## src/rtl/hc595_scan_ctrl.sv

```systemverilog
// ---------------------------------------------------------------------------------------------
// hc595_scan_ctrl
//
// Scan controller for an 8-digit 7-segment display driven through a chain of 74HC595 shift
// registers. The 32-bit display value arrives as four bytes and is treated as 8 hex nibbles.
// On every refresh tick one digit is sent as a 16-bit serial frame {seg[7:0], sel[7:0]}
// (MSB first) on clk/dat and then latched into the 595 outputs with a pulse on str. The whole
// 32-bit value is snapshotted when digit 0 is loaded, so a single scan never mixes old and new
// data.
//
// Parameters:
//   CLK_DIV      sys_clk cycles per half-period of clk and per str pulse (>= 1)
//   REFRESH_DIV  sys_clk cycles between digit-frame start ticks (>= 34*CLK_DIV)
//
// Ports:
//   sys_clk    system clock
//   sys_rst_n  asynchronous active-low reset
//   en         1 = scanning enabled; a frame already running always completes
//   data0..3   display value bytes, data0[3:0] is digit 0 (rightmost), data3[7:4] is digit 7
//   clk        595 shift clock, the 595 samples dat on its rising edge
//   dat        595 serial data, held stable across each clk high phase
//   str        595 storage-register latch strobe, active-high
//   busy       1 while a frame is in progress
//   digit_idx  digit currently being sent, or the next one to send when idle
//
// Optional feature (compile-time macro HC595_BLANK_LEADING_ZERO_EN):
//   When defined, digits 1..7 are blanked (seg = 8'hFF) whenever that nibble and every more
//   significant nibble of the snapshot are zero. Digit 0 is never blanked.
// ---------------------------------------------------------------------------------------------
module hc595_scan_ctrl #(
  parameter int unsigned CLK_DIV     = 4,
  parameter int unsigned REFRESH_DIV = 50000
) (
  input  logic       sys_clk,
  input  logic       sys_rst_n,
  input  logic       en,
  input  logic [7:0] data0,
  input  logic [7:0] data1,
  input  logic [7:0] data2,
  input  logic [7:0] data3,
  output logic       clk,
  output logic       dat,
  output logic       str,
  output logic       busy,
  output logic [2:0] digit_idx
);

  localparam int unsigned RefW = (REFRESH_DIV > 1) ? $clog2(REFRESH_DIV) : 1;
  localparam int unsigned DivW = (CLK_DIV > 1) ? $clog2(CLK_DIV) : 1;
  localparam logic [RefW-1:0] RefLast = RefW'(REFRESH_DIV - 1);
  localparam logic [DivW-1:0] DivLast = DivW'(CLK_DIV - 1);

  typedef enum logic [2:0] {
    StIdle,
    StLoad,
    StShiftLo,
    StShiftHi,
    StLatch
  } state_e;

  // Active-low segment pattern {dp,g,f,e,d,c,b,a}; dp is always off.
  function automatic logic [7:0] hex_seg(input logic [3:0] nib);
    logic [7:0] seg;
    case (nib)
      4'h0:    seg = 8'hC0;
      4'h1:    seg = 8'hF9;
      4'h2:    seg = 8'hA4;
      4'h3:    seg = 8'hB0;
      4'h4:    seg = 8'h99;
      4'h5:    seg = 8'h92;
      4'h6:    seg = 8'h82;
      4'h7:    seg = 8'hF8;
      4'h8:    seg = 8'h80;
      4'h9:    seg = 8'h90;
      4'hA:    seg = 8'h88;
      4'hB:    seg = 8'h83;
      4'hC:    seg = 8'hC6;
      4'hD:    seg = 8'hA1;
      4'hE:    seg = 8'h86;
      default: seg = 8'h8E;
    endcase
    return seg;
  endfunction

  // Segment pattern for digit k of a snapshot, including optional leading-zero blanking.
  function automatic logic [7:0] digit_seg(input logic [31:0] snap, input logic [2:0] k);
    logic [7:0] seg;
    seg = hex_seg(snap[{k, 2'b00} +: 4]);
`ifdef HC595_BLANK_LEADING_ZERO_EN
    // Shifting out the lower digits leaves nibbles k..7; all zero means a leading zero.
    if ((k != 3'd0) && ((snap >> {k, 2'b00}) == 32'd0)) begin
      seg = 8'hFF;
    end
`endif
    return seg;
  endfunction

  state_e          state_q, state_d;
  logic [RefW-1:0] ref_cnt_q, ref_cnt_d;
  logic            pending_q, pending_d;
  logic [31:0]     snap_q, snap_d;
  logic [15:0]     word_q, word_d;
  logic [3:0]      bit_q, bit_d;
  logic [DivW-1:0] div_q, div_d;
  logic            dat_q, dat_d;
  logic [2:0]      digit_q, digit_d;

  logic            tick;
  logic            div_last;
  logic [31:0]     snap_eff;
  logic [15:0]     word_new;

  // Free-running refresh counter; the terminal count is the frame-start tick.
  always_comb begin
    tick      = (ref_cnt_q == RefLast);
    ref_cnt_d = tick ? '0 : ref_cnt_q + 1'b1;
  end

  // Digit 0 takes a fresh snapshot; the word for it must be built from the live inputs in the
  // same LOAD cycle, so the effective snapshot bypasses the register in that case.
  always_comb begin
    snap_eff = (digit_q == 3'd0) ? {data3, data2, data1, data0} : snap_q;
    word_new = {digit_seg(snap_eff, digit_q), 8'(8'd1 << digit_q)};
    div_last = (div_q == DivLast);
  end

  always_comb begin
    state_d   = state_q;
    pending_d = pending_q | tick;
    snap_d    = snap_q;
    word_d    = word_q;
    bit_d     = bit_q;
    div_d     = '0;
    dat_d     = dat_q;
    digit_d   = digit_q;

    // Phase counter runs only in the timed states and restarts on every state change.
    if ((state_q == StShiftLo) || (state_q == StShiftHi) || (state_q == StLatch)) begin
      div_d = div_last ? '0 : div_q + 1'b1;
    end

    case (state_q)
      StIdle: begin
        if ((tick || pending_q) && en) begin
          state_d   = StLoad;
          pending_d = 1'b0;
        end
      end
      StLoad: begin
        if (digit_q == 3'd0) begin
          snap_d = snap_eff;
        end
        word_d  = word_new;
        bit_d   = 4'd15;
        dat_d   = word_new[15];
        state_d = StShiftLo;
      end
      StShiftLo: begin
        if (div_last) begin
          state_d = StShiftHi;
        end
      end
      StShiftHi: begin
        if (div_last) begin
          if (bit_q == 4'd0) begin
            state_d = StLatch;
          end else begin
            bit_d   = bit_q - 1'b1;
            dat_d   = word_q[bit_q - 1'b1];
            state_d = StShiftLo;
          end
        end
      end
      StLatch: begin
        if (div_last) begin
          digit_d = digit_q + 1'b1;
          state_d = StIdle;
        end
      end
      default: begin
        state_d = StIdle;
      end
    endcase
  end

  always_ff @(posedge sys_clk or negedge sys_rst_n) begin
    if (!sys_rst_n) begin
      state_q   <= StIdle;
      ref_cnt_q <= '0;
      pending_q <= 1'b0;
      snap_q    <= '0;
      word_q    <= '0;
      bit_q     <= '0;
      div_q     <= '0;
      dat_q     <= 1'b0;
      digit_q   <= '0;
    end else begin
      state_q   <= state_d;
      ref_cnt_q <= ref_cnt_d;
      pending_q <= pending_d;
      snap_q    <= snap_d;
      word_q    <= word_d;
      bit_q     <= bit_d;
      div_q     <= div_d;
      dat_q     <= dat_d;
      digit_q   <= digit_d;
    end
  end

  // Control outputs decode the registered state, so reset forces them low immediately.
  always_comb begin
    clk       = (state_q == StShiftHi);
    str       = (state_q == StLatch);
    busy      = (state_q != StIdle);
    dat       = dat_q;
    digit_idx = digit_q;
  end

endmodule

```

## config.mk

```make
export PLATFORM = sky130hd
export DESIGN_NAME = hc595_scan_ctrl
export DESIGN_NICKNAME = d
export VERILOG_FILES = /design/src/rtl/hc595_scan_ctrl.sv
export SDC_FILE = /design/constraint.sdc
export NUM_CORES = 1
export LEC_CHECK = 0
export ABC_AREA = 1
export CORE_ASPECT_RATIO = 1.75
export CORE_MARGIN = 2
export CORE_UTILIZATION = 45
export CTS_BUF_LIST = sky130_fd_sc_hd__clkbuf_8 sky130_fd_sc_hd__clkbuf_16
export DETAILED_ROUTE_END_ITERATION = 7
export PLACE_DENSITY = 0.68
export SLEW_MARGIN = 20
export SYNTH_ARGS = -nofsm -noshare
export SYNTH_HDL_FRONTEND = slang
export SYNTH_SLANG_ARGS = --single-unit
```

## constraint.sdc

```tcl
create_clock -name sys_clk -period 2.3 [get_ports sys_clk]
set_input_delay 0.23 -clock sys_clk [delete_from_list [all_inputs] [get_ports sys_clk]]
set_output_delay 0.23 -clock sys_clk [all_outputs]
set_load 0.005 [all_outputs]
```

==> results.yml <==
run_status:
  status: "finished clean"
global_routing:
  grtUsageMet2: 0.356
  grt_busiest_layer: "met2"
  grt_start_max_net_pins: 43
  grtUsageMet3: 0.0310
  antenna_found_initial: 0
  grt_pass1_vias: 3779
  grt_pass1_wl_um: 16700
  gr-total-overflow: 0
  met1_usage: 0.234
  track_usage: 0.198
power_and_ir_drop:
  switching_share: 0.413
  clkPwrFrac: 0.184
  power.switching_w: 0.00337
  p_comb_frac: 0.559
  ir_drop_mv: 0.812
  power.internal_w: 0.00479
  p_per_area_nw_per_um2: 1470
  p_leak_nw: 2.71
  p_seq_frac: 0.257
sta:
  finalWorstSetupSlack_ps: 56.9
  drv_slew: 0
  tightestPinTransition_ps: 563
  max_slew_margin: 0.625
  finalCritPeriodShare: 0.975
  min_period_ps: 2240
  setup_viol: 0
  finalClockSkew_ps: 6.92
  rsz0062_at_grt: "true"
  fmax_ghz: 0.446
  setup_tns_ps: 0
  timing.final.hold_violations: 0
drt:
  dr.first_iter.drc_count: 243
  drt_wl_total_um: 10100
  wl_per_cell_um: 14.0
  drtPass1Iterations: 4
  drc: 0
  drtAntennaViolNets: 0
  route.detailed.vias_per_inst: 5.23
  via_count: 3764
die:
  core_region_area_um2: 9470
  die_h_um: 134
  die_w_um: 78.4
  rows: 47
  ioPinCount: 42
  dieArea_um2: 10500
  start_util: 0.461
setup_path:
  critPathRequiredTime_ps: 2550
  r2r_start: "digit_idx[0]"
  startpoint_type: "register"
  ff2ff_setup_slack_ps: 60
  cp_data_arrival_time_ps: 2500
  crit_fanout: 6
  worst-setup-path-type: "register to register"
  end_kind: "register"
  startpoint: "digit_idx[0]"
yosys:
  yosysSeqAreaShare: 0.448
  yosysTopAreaCellShare: 0.448
  yosysMostFrequentCell: "nand2_1"
  yosysTopAreaCell: "dfrtp_1"
  synth_area_um2: 4360
  synth_area_leaders: "dfrtp_1, nand2_1, nand3_1, mux2_2, ha_1"
  synth_edf_count: 0
  synthTopCellsByCount: "nand2_1, nand3_1, dfrtp_1"
  synth.net_count: 581
  yosysWarningCount: 0
  synth_cell_types: 35
  syn_area_per_cell_um2: 8.21
  syn-instance-count: 531
  async_flop_share: 1.00
  synth-main-ff-cell: "dfrtp_1"
  ys_ff_latch: 78
cts:
  clkTransAtPathRegs_ps: 60
  cts_tree: "yes"
  clk_latency_ps: 340
  clkSinkCount: 78
  clock_path_buffers: 2
  clockRootBuffer: "clkbuf_16"
  cts_made_buffers: 9
  htreeDepth: 3
finish:
  fin_util: 0.588
  design_area_um2: 5570
  area_growth_pct: 27.7
  fill_cells: 835
  drive_gt1_frac: 0.201
  seq_area_um2: 1950
  final_nets: 643
  multi_input_area_um2: 2270
  antenna_cells: 0
placement:
  place_congestion: 0.872
  hpwl_um: 7030
  io_buffers: 41
  place_worst_setup_slack_ps: 66.8
  detailed_place.area_um2: 5000
job:
  cap_violations: 0
min_path:
  hp-class: "input port to async pin"
cell usage in the layout (no fill, tap or decap), types with 2 or more instances in the layout:
cell type          n
o21ai_1            2
inv_2              5
nand2_4            4
dfrtp_1           78
nand3_1           75
a21oi_1           16
a22oi_1            2
clkinv_2           2
clkdlybuf4s50_1   40
xor2_1             7
buf_4             24
nor3_1             6
bufinv_16          2
ha_1              12
clkbuf_16          9
nand2_1          131
o21ai_0           17
nor2_1            27
buf_6              6
o22ai_1            2
o211ai_1           4
ha_4               2
mux2_2            32
inv_1             46
nand4_1            4
inv_4              2
nand2_2            5
nand3_2           19
sequential cells by signal, indices dropped and copies added (netlist names):
| register | flops |
|---|---|
| bit_q | 4 |
| pending_q | 1 |
| ref_cnt_q | 16 |
| div_q | 2 |
| snap_q | 32 |
| state_q | 3 |
| word_q | 16 |
| dat | 1 |
| digit_idx | 3 |
final cells by class:
class	count	share of cell area
Multi-Input combinational cell	380	0.407
Sequential cell	78	0.351
Timing Repair Buffer	72	0.122
Clock buffer	10	0.0429
Inverter	52	0.0360
Tap cell	122	0.0274
Clock inverter	6	0.0139
worst max-delay path: stages, from the launching register on:
cell and delay [ps]:
dfrtp_1 410, inv_4 70, ha_4 150, inv_2 50
nor2_4 210, buf_6 140, nand2_1 50, nand3_1 100
nand3_2 110, nand3_2 110, nand2_4 80, ha_4 280
nand3_4 80, nor2_2 110, nor2_1 50, a21boi_1 160
per-layer routing:
| metal | routed length (um) | vias up |
|---|---|---|
| li1 | - | 1873 |
| met1 | 4210 | 1797 |
| met2 | 5400 | 80 |
| met3 | 304 | 14 |
| met4 | 176 | 0 |
| met5 | 0 | - |
cells by family (layout without fill, tap and decap cells):
| logic type | Yosys count | count (layout) | synth area share |
|---|---|---|---|
| simple gates | 278 | 278 | 0.280 |
| flops | 78 | 78 | 0.448 |
| buf+inv | 73 | 140 | 0.0697 |
| compound gates | 47 | 47 | 0.0608 |
| mux | 32 | 32 | 0.0826 |
| fa+ha+maj | 15 | 15 | 0.0430 |
| xor+xnor | 8 | 8 | 0.0161 |
through the flow:
| step | cells | total power, W | hold WS (ps) |
|---|---|---|---|
| after global placement | 694 | 0.00583 | 253 |
| final | 720 | 0.00816 | 434 |
| after detailed placement | 694 | 0.00593 | 261 |
| after CTS | 716 | 0.00757 | 443 |
| after floorplan | 531 | 0.00501 | -65.6 |
| after global routing | 720 | 0.00882 | 453 |
power groups by stage:
| stage | clock, W | combinational (W) | sequential, W |
|---|---|---|---|
| 2_1_floorplan | 0 | 0.00297 | 0.00204 |
| 3_3_place_gp | 0 | 0.00374 | 0.00209 |
| 3_5_place_dp | 0 | 0.00381 | 0.00211 |
| 4_1_cts | 0.00153 | 0.00395 | 0.00209 |
| 5_1_grt | 0.00158 | 0.00508 | 0.00215 |
| 6_report | 0.00150 | 0.00456 | 0.00210 |
worst paths after layout:
path / end / cells after the start
max in group asynchronous: bit_q[0] / 3
worst max register to register: word_q[9] / 15
worst max-delay path: word_q[9] / 15
worst min register to register: div_q[0] / 1
min in group sys_clk: div_q[0] / 1
worst min-delay path: ref_cnt_q[2] / 2
what timing repair did:
action,CTS,global route
pin swaps,1,16
endpoints found under the setup margin,1,7
hold buffers,1,0
endpoints found under the hold margin,40,0
resized for setup,0,38
buffers inserted,5,4
Power figures use the tool's default switching activity.
==> edit 1: new RTL, same settings <==
Add a define of `HC595_BLANK_LEADING_ZERO_EN`.
--- a/src/rtl/hc595_scan_ctrl.sv
+++ b/src/rtl/hc595_scan_ctrl.sv
@@ -29,2 +29,4 @@
 // ---------------------------------------------------------------------------------------------
+`define HC595_BLANK_LEADING_ZERO_EN
+
 module hc595_scan_ctrl #(
Behaviour: no difference found for any inputs over 10 cycles, from zero or initial values and one cycle with sys_rst_n low; that may be too few to reach the edited logic, so the function may still have changed.
==> edit 1 against the original RTL <==
The flow now finishes with violations (setup timing). Count of clock-buffer cells in the layout up 2. Fmax down 5.7%. Area after synthesis up 22%. Core utilization up 1.3 points. Setup slack worse by 0.13 ns. Cell area up 24%. Cell count up 37%. Die area up 21%. Synthesized cell count up 46%. Sequential cell count unchanged. Wire length up 50%.
Power is not compared: it rests on default switching activity, and its combinational part moved more than twofold at a synthesized area within 25%.
==> edit 1: results (changes against the original RTL) <==
Run status
  – Outcome: finished, violations left
  – Failing checks: setup timing

Finish
  – Final-layout fill cell count: 1051 (+26%)
  – Largest regs: snap_q (32), ref_cnt_q (16), word_q (16)
  – Net count reported at finish: 894 (+39%)
  – Final core utilization: 60.1% (+1.3 points)
  – Share of layout cells above drive strength 1: 19.7% (-0.40 points)
  – ANT cells: 0 (unchanged)

Clock network
  – Clock Tree Buf Depth: 2 (unchanged)
  – # H-tree levels: 3 (unchanged)
  – Clk slew on worst S/H paths: 0.06 ns (about the same)
  – Num CTS Buffers: 9 (unchanged)
  – Worst-Skew Late Latency: 0.34 ns (about the same)
  – Root Driver: clkbuf_16

Synth
  – Register area share after synthesis: 36.8% (-8.0 points)
  – Synth unique cells: 38 (+8.6%)
  – Syn nets: 825 (+42%)
  – Syn Area/Cell: 6.85 um2 (-17%)
  – FFs w/ async S/R, synth: 100% (unchanged)
  – Main area contributors after synthesis: dfrtp_1 (37%), nand2_1 (17%), nand3_1 (12%)
  – YS warnings: 0 (unchanged)
  – Most frequent cells after synthesis: nand2_1 (238), nand3_1 (128), inv_1 (96)

Place
  – Number of port buffers: 41 (unchanged)
  – GP Congestion: 0.986 (+13%)
  – DP HPWL: 10500 um (+49%)
  – Area of placed instances: 6040 um2 (+21%)
  – Placed Instances: 949 (+37%)

Global route
  – Vias in the first global route: 5187 (+37%)
  – First-pass GRT wire length: 23700 um (+42%)
  – Initial antenna violation count: 0 (unchanged)
  – Largest net degree at the start of global routing: 52 (+21%)
  – Tot GR Track Use: 23.3% (+3.5 points)

Worst setup path
  – Reg-to-Reg End: word_q[10]$_DFFE_PN0P_
  – Worst Setup SP: digit_idx[0]$_DFFE_PN0P_
  – Critical path arrival: 2.64 ns (+0.14 ns)
  – FF-to-FF path depth: 17 (+2)
  – Crit-path max FO: 8 (+2)
  – Crit Path Category: reg -> reg

STA
  – Final setup violation count: 7 (+7)
  – Post-route setup slack: -0.0777 ns (-0.135 ns)
  – Setup Skew: 0.00559 ns (-0.00133 ns)
  – Slew HR: 65.1% (+2.7 points)
  – Fin Setup TNS: -0.406 ns (-0.406 ns)

Detailed routing
  – Routed len/inst: 15.4 um (+10%)
  – Detailed Route Iter0 Violations: 328 (+35%)
  – Via Count: 5414 (+44%)
  – WL final: 15200 um (+50%)
  – Router iterations before antenna repair: 5 (+1)

Min path
  – Tightest Hold Check Type: in -> async

Power
  – Peak VDD IR: 0.436 mV
  – Leakage: 3.53 nW
[edit 1: cell count changes in the layout (fill, tap and decap cells not counted), moves of 5 or more]
cell,before,now
nand2_2,5,21
buf_12,1,6
o21ai_0,17,47
nand2_1,131,220
nor2_1,27,42
nand3_1,75,98
nand3_2,19,34
mux2_2,32,7
buf_4,24,32
inv_1,46,93
a21oi_2,0,9
[edit 1: cell families after synthesis]
family / after synthesis / synth area share [%]
DFF: 78 / 36.8
adders and majority gates: 15 / 3.54
buffers and inverters: 132 / 10.7
AOI/OAI and AO/OA: 90 / 9.08
and+or+nand+nor: 447 / 37.4
muxes: 7 / 1.49
xor gates and xnor gates: 6 / 0.991
[edit 1: how the worst min path moves through the flow]
stage	start	endpoint	slack (ns)	cells after the start
floorplan	sys_rst_n	bit_q[0]$_DFFE_PN0P_	-0.07	0
global placement	sys_rst_n	ref_cnt_q[8]$_DFF_PN0_	0.24	1
detailed placement	sys_rst_n	ref_cnt_q[7]$_DFF_PN0_	0.24	1
CTS	sys_rst_n	ref_cnt_q[7]$_DFF_PN0_	0.43	2
global route	sys_rst_n	ref_cnt_q[8]$_DFF_PN0_	0.45	2
finish	sys_rst_n	ref_cnt_q[8]$_DFF_PN0_	0.41	2
[edit 1: layer usage]
layer	routed length (um)	GRT usage, %	vias to the layer above
li1	-	-	2630
met1	5630	25.1	2530
met2	8140	42.6	186
met3	587	3.07	68
met4	831	13.1	0
met5	0	0	-
[edit 1: worst max-delay path: stages (launching register included)]
cell,delay [ns]
dfrtp_1,0.36
inv_2,0.06
ha_4,0.18
buf_6,0.13
buf_6,0.11
buf_16,0.14
nand3_2,0.08
nand3_2,0.10
nand3_2,0.11
nand3_2,0.09
nand2_4,0.11
ha_4,0.15
nand3_2,0.06
nor2_2,0.10
nand3_2,0.10
nor2_4,0.12
nand3_4,0.14
a21oi_2,0.16
[edit 1: layout make-up]
type,instances,share of cell area [%]
Multi-Input combinational cell,567,45.4
Inverter,99,5.40
Clock inverter,4,1.12
Clock buffer,12,3.85
Sequential cell,78,28.2
Timing Repair Buffer,89,13.6
Tap cell,135,2.44
[edit 1: repair_timing]
action / CTS / global route
resized for setup: 19 / 56
pin swaps: 17 / 11
hold buffers: 1 / 0
cloned: 1 / 5
endpoints found under the setup margin: 7 / 7
endpoints found under the hold margin: 36 / 0
setup buffers: 3 / 9
[edit 1: where the power goes]
part	leakage (nW)	total (W)	switching [W]	internal, W
Combinational	2.40	0.00174	0.00100	0.000740
Sequential	0.961	0.00206	0.000258	0.00180
Clock	0.169	0.00162	0.000575	0.00104
[edit 1: metrics by stage]
stage / setup WS (ns) / hold WS (ns)
CTS: 0.000409 / 0.427
global placement: 0.0386 / 0.235
global route: -0.201 / 0.454
floorplan: -0.257 / -0.0656
finish: -0.0777 / 0.406
detailed placement: -0.0358 / 0.240
==> edit 2: new RTL, same flow settings <==
Made on the original files. Make the reset (`sys_rst_n`) synchronous in one clocked block. Comments in the files are not updated.
--- a/src/rtl/hc595_scan_ctrl.sv
+++ b/src/rtl/hc595_scan_ctrl.sv
@@ -185,3 +185,3 @@
 
-  always_ff @(posedge sys_clk or negedge sys_rst_n) begin
+  always_ff @(posedge sys_clk) begin
     if (!sys_rst_n) begin
Function: no difference found for any inputs over 10 cycles, from zero or initial values and one cycle with sys_rst_n low; that may be too few to reach the edited logic, so the function may still have changed.
==> edit 2 against the original RTL <==
Cell count grew 8.3%. Non-clock buffer count down 17. Area after synthesis fell by 4.3%. Setup slack gained 0.12 ns. Die area is 4.1% lower. Cell area is 9.8% lower. Wire length increased by 0.47%. Sequential cell count unchanged. Largest cell class unchanged.
Power is not compared: it rests on default switching activity, and its combinational part moved more than twofold at a synthesized area within 25%.
==> edit 2: results (changes against the original RTL) <==
Clock network
  – Clk slew on worst S/H paths: 0.06 ns (about the same)
  – # H-tree levels: 3 (unchanged)
  – Clock Tree Buf Depth: 2 (unchanged)
  – Root Driver: clkbuf_16
  – Worst-Skew Late Latency: 0.34 ns (about the same)
  – Num CTS Buffers: 9 (unchanged)

Worst setup path
  – Worst Setup SP: digit_idx[0]$_SDFFE_PN0P_
  – Reg2Reg Setup Slack: 0.17 ns (+0.12 ns)
  – Critical path arrival: 2.36 ns (-0.14 ns)
  – Crit-path max FO: 10 (+4)
  – FF-to-FF path depth: 16 (+1)

Finish
  – Final-layout fill cell count: 911 (+9.1%)
  – ANT cells: 0 (unchanged)
  – Net count reported at finish: 706 (+9.8%)
  – Largest regs: snap_q (32), ref_cnt_q (16), word_q (16)
  – Share of layout cells above drive strength 1: 7.73% (-12 points)

Place
  – DP HPWL: 7200 um (+2.4%)
  – Pre-CTS setup slack: 0.0497 ns (-0.0171 ns)
  – GP Congestion: 0.878 (+0.72%)
  – Placed Instances: 763 (+9.9%)
  – Number of port buffers: 41 (unchanged)

Synth
  – YS warnings: 0 (unchanged)
  – Register area share after synthesis: 37.4% (-7.4 points)
  – Synth unique cells: 36 (+2.9%)
  – FFs w/ async S/R, synth: 0% (-100 points)
  – Most frequent cells after synthesis: nand2_1 (127), nand3_1 (83), dfxtp_1 (78)
  – Main area contributors after synthesis: dfxtp_1 (37%), nand2_1 (11%), nand3_1 (10%)
  – Post-Syn Instances: 618 (+16%)
  – Syn nets: 668 (+15%)

Detailed routing
  – Detailed Route Iter0 Violations: 201 (-17%)
  – Vias per Instance: 5.21 (-0.36%)
  – Routed len/inst: 13.0 um (-7.3%)
  – WL final: 10100 um (+0.47%)
  – Router iterations before antenna repair: 5 (+1)

Min path
  – Hold Crit Depth: 1
  – Tightest Hold Check Type: reg -> reg
  – Min-delay src: div_q[0]$_SDFF_PP0_

Global route
  – Total congestion overflow: 0 (unchanged)
  – Largest net degree at the start of global routing: 42 (-2.3%)
  – Vias in the first global route: 4084 (+8.1%)
  – Initial antenna violation count: 0 (unchanged)
  – First-pass GRT wire length: 17500 um (+4.8%)
  – Tot GR Track Use: 21.4% (+1.6 points)

STA
  – Worst-Margin Slew: 0.661 ns (+0.0977 ns)
  – Setup Skew: 0.00611 ns (-0.000809 ns)
  – Fmax: 470 MHz (+5.5%)

Power
  – Peak VDD IR: 0.514 mV
  – Leakage: 2.12 nW
  – NetSw: 0.000625 W

Run status
  – Outcome: finished clean
==> edit 2: final timing paths <==
kind | end
worst min-delay path | div_q[0]$_SDFF_PP0_
worst min register to register | div_q[0]$_SDFF_PP0_
worst max register to register | word_q[10]$_SDFFE_PN0N_
worst max-delay path | word_q[10]$_SDFFE_PN0N_
==> edit 2: cell families after synthesis <==
| kind of cell | synth area share [%] |
|---|---|
| compound gates | 15.4 |
| buf+inv | 10.9 |
| xor+xnor | 1.26 |
| flops | 37.4 |
| fa+ha+maj | 4.50 |
| simple gates | 30.5 |
==> edit 2: power by group through the flow <==
stage	Clock (W)	Combinational (W)	Sequential [W]
6_report	0.00138	0.000179	0.00136
5_1_grt	0.00146	0.000202	0.00136
4_1_cts	0.00141	0.000180	0.00136
3_5_place_dp	0	0.000179	0.00139
3_3_place_gp	0	0.000178	0.00139
2_1_floorplan	0	0.0000928	0.00139
==> edit 2: layout make-up <==
class	instances	area share [%]
clock buffers	10	4.76
clock inverters	5	0.897
inverters	79	5.98
multi-input cells	433	44.0
flip-flops and latches	78	31.1
well taps	120	2.99
repair buffers	55	10.3
==> edit 2: repair_timing <==
item,in CTS,in global routing
endpoints found under the setup margin,0,27
hold endpoints to repair,0,0
gates resized for setup,0,5
setup buffers,0,0
==> edit 2: layer usage <==
layer / routed length, um / global-route usage (%)
met4: 416 / 16.0
met3: 314 / 3.91
met5: 0 / 0
met1: 3960 / 21.6
met2: 5450 / 38.2
==> edit 2: metrics by stage <==
step	util [%]	hold WS, ns	area (um2)
after floorplan	-	0.317	4210
after global placement	52.1	0.408	4710
after detailed placement	52.1	0.422	4710
after CTS	55.2	0.430	4990
after global routing	55.6	0.449	5020
final	55.6	0.424	5020
==> edit 2: critical path, stage by stage (launching register included) <==
cell,delay (ns)
dfxtp_1,0.31
inv_2,0.08
ha_4,0.17
inv_2,0.09
nor2_4,0.24
nand2_1,0.08
nand3_1,0.09
nand3_1,0.07
nand2_1,0.11
nand2_1,0.06
nand2_1,0.12
ha_2,0.23
inv_1,0.06
nand3_1,0.07
o21ai_1,0.07
o21ai_1,0.12
inv_1,0.04
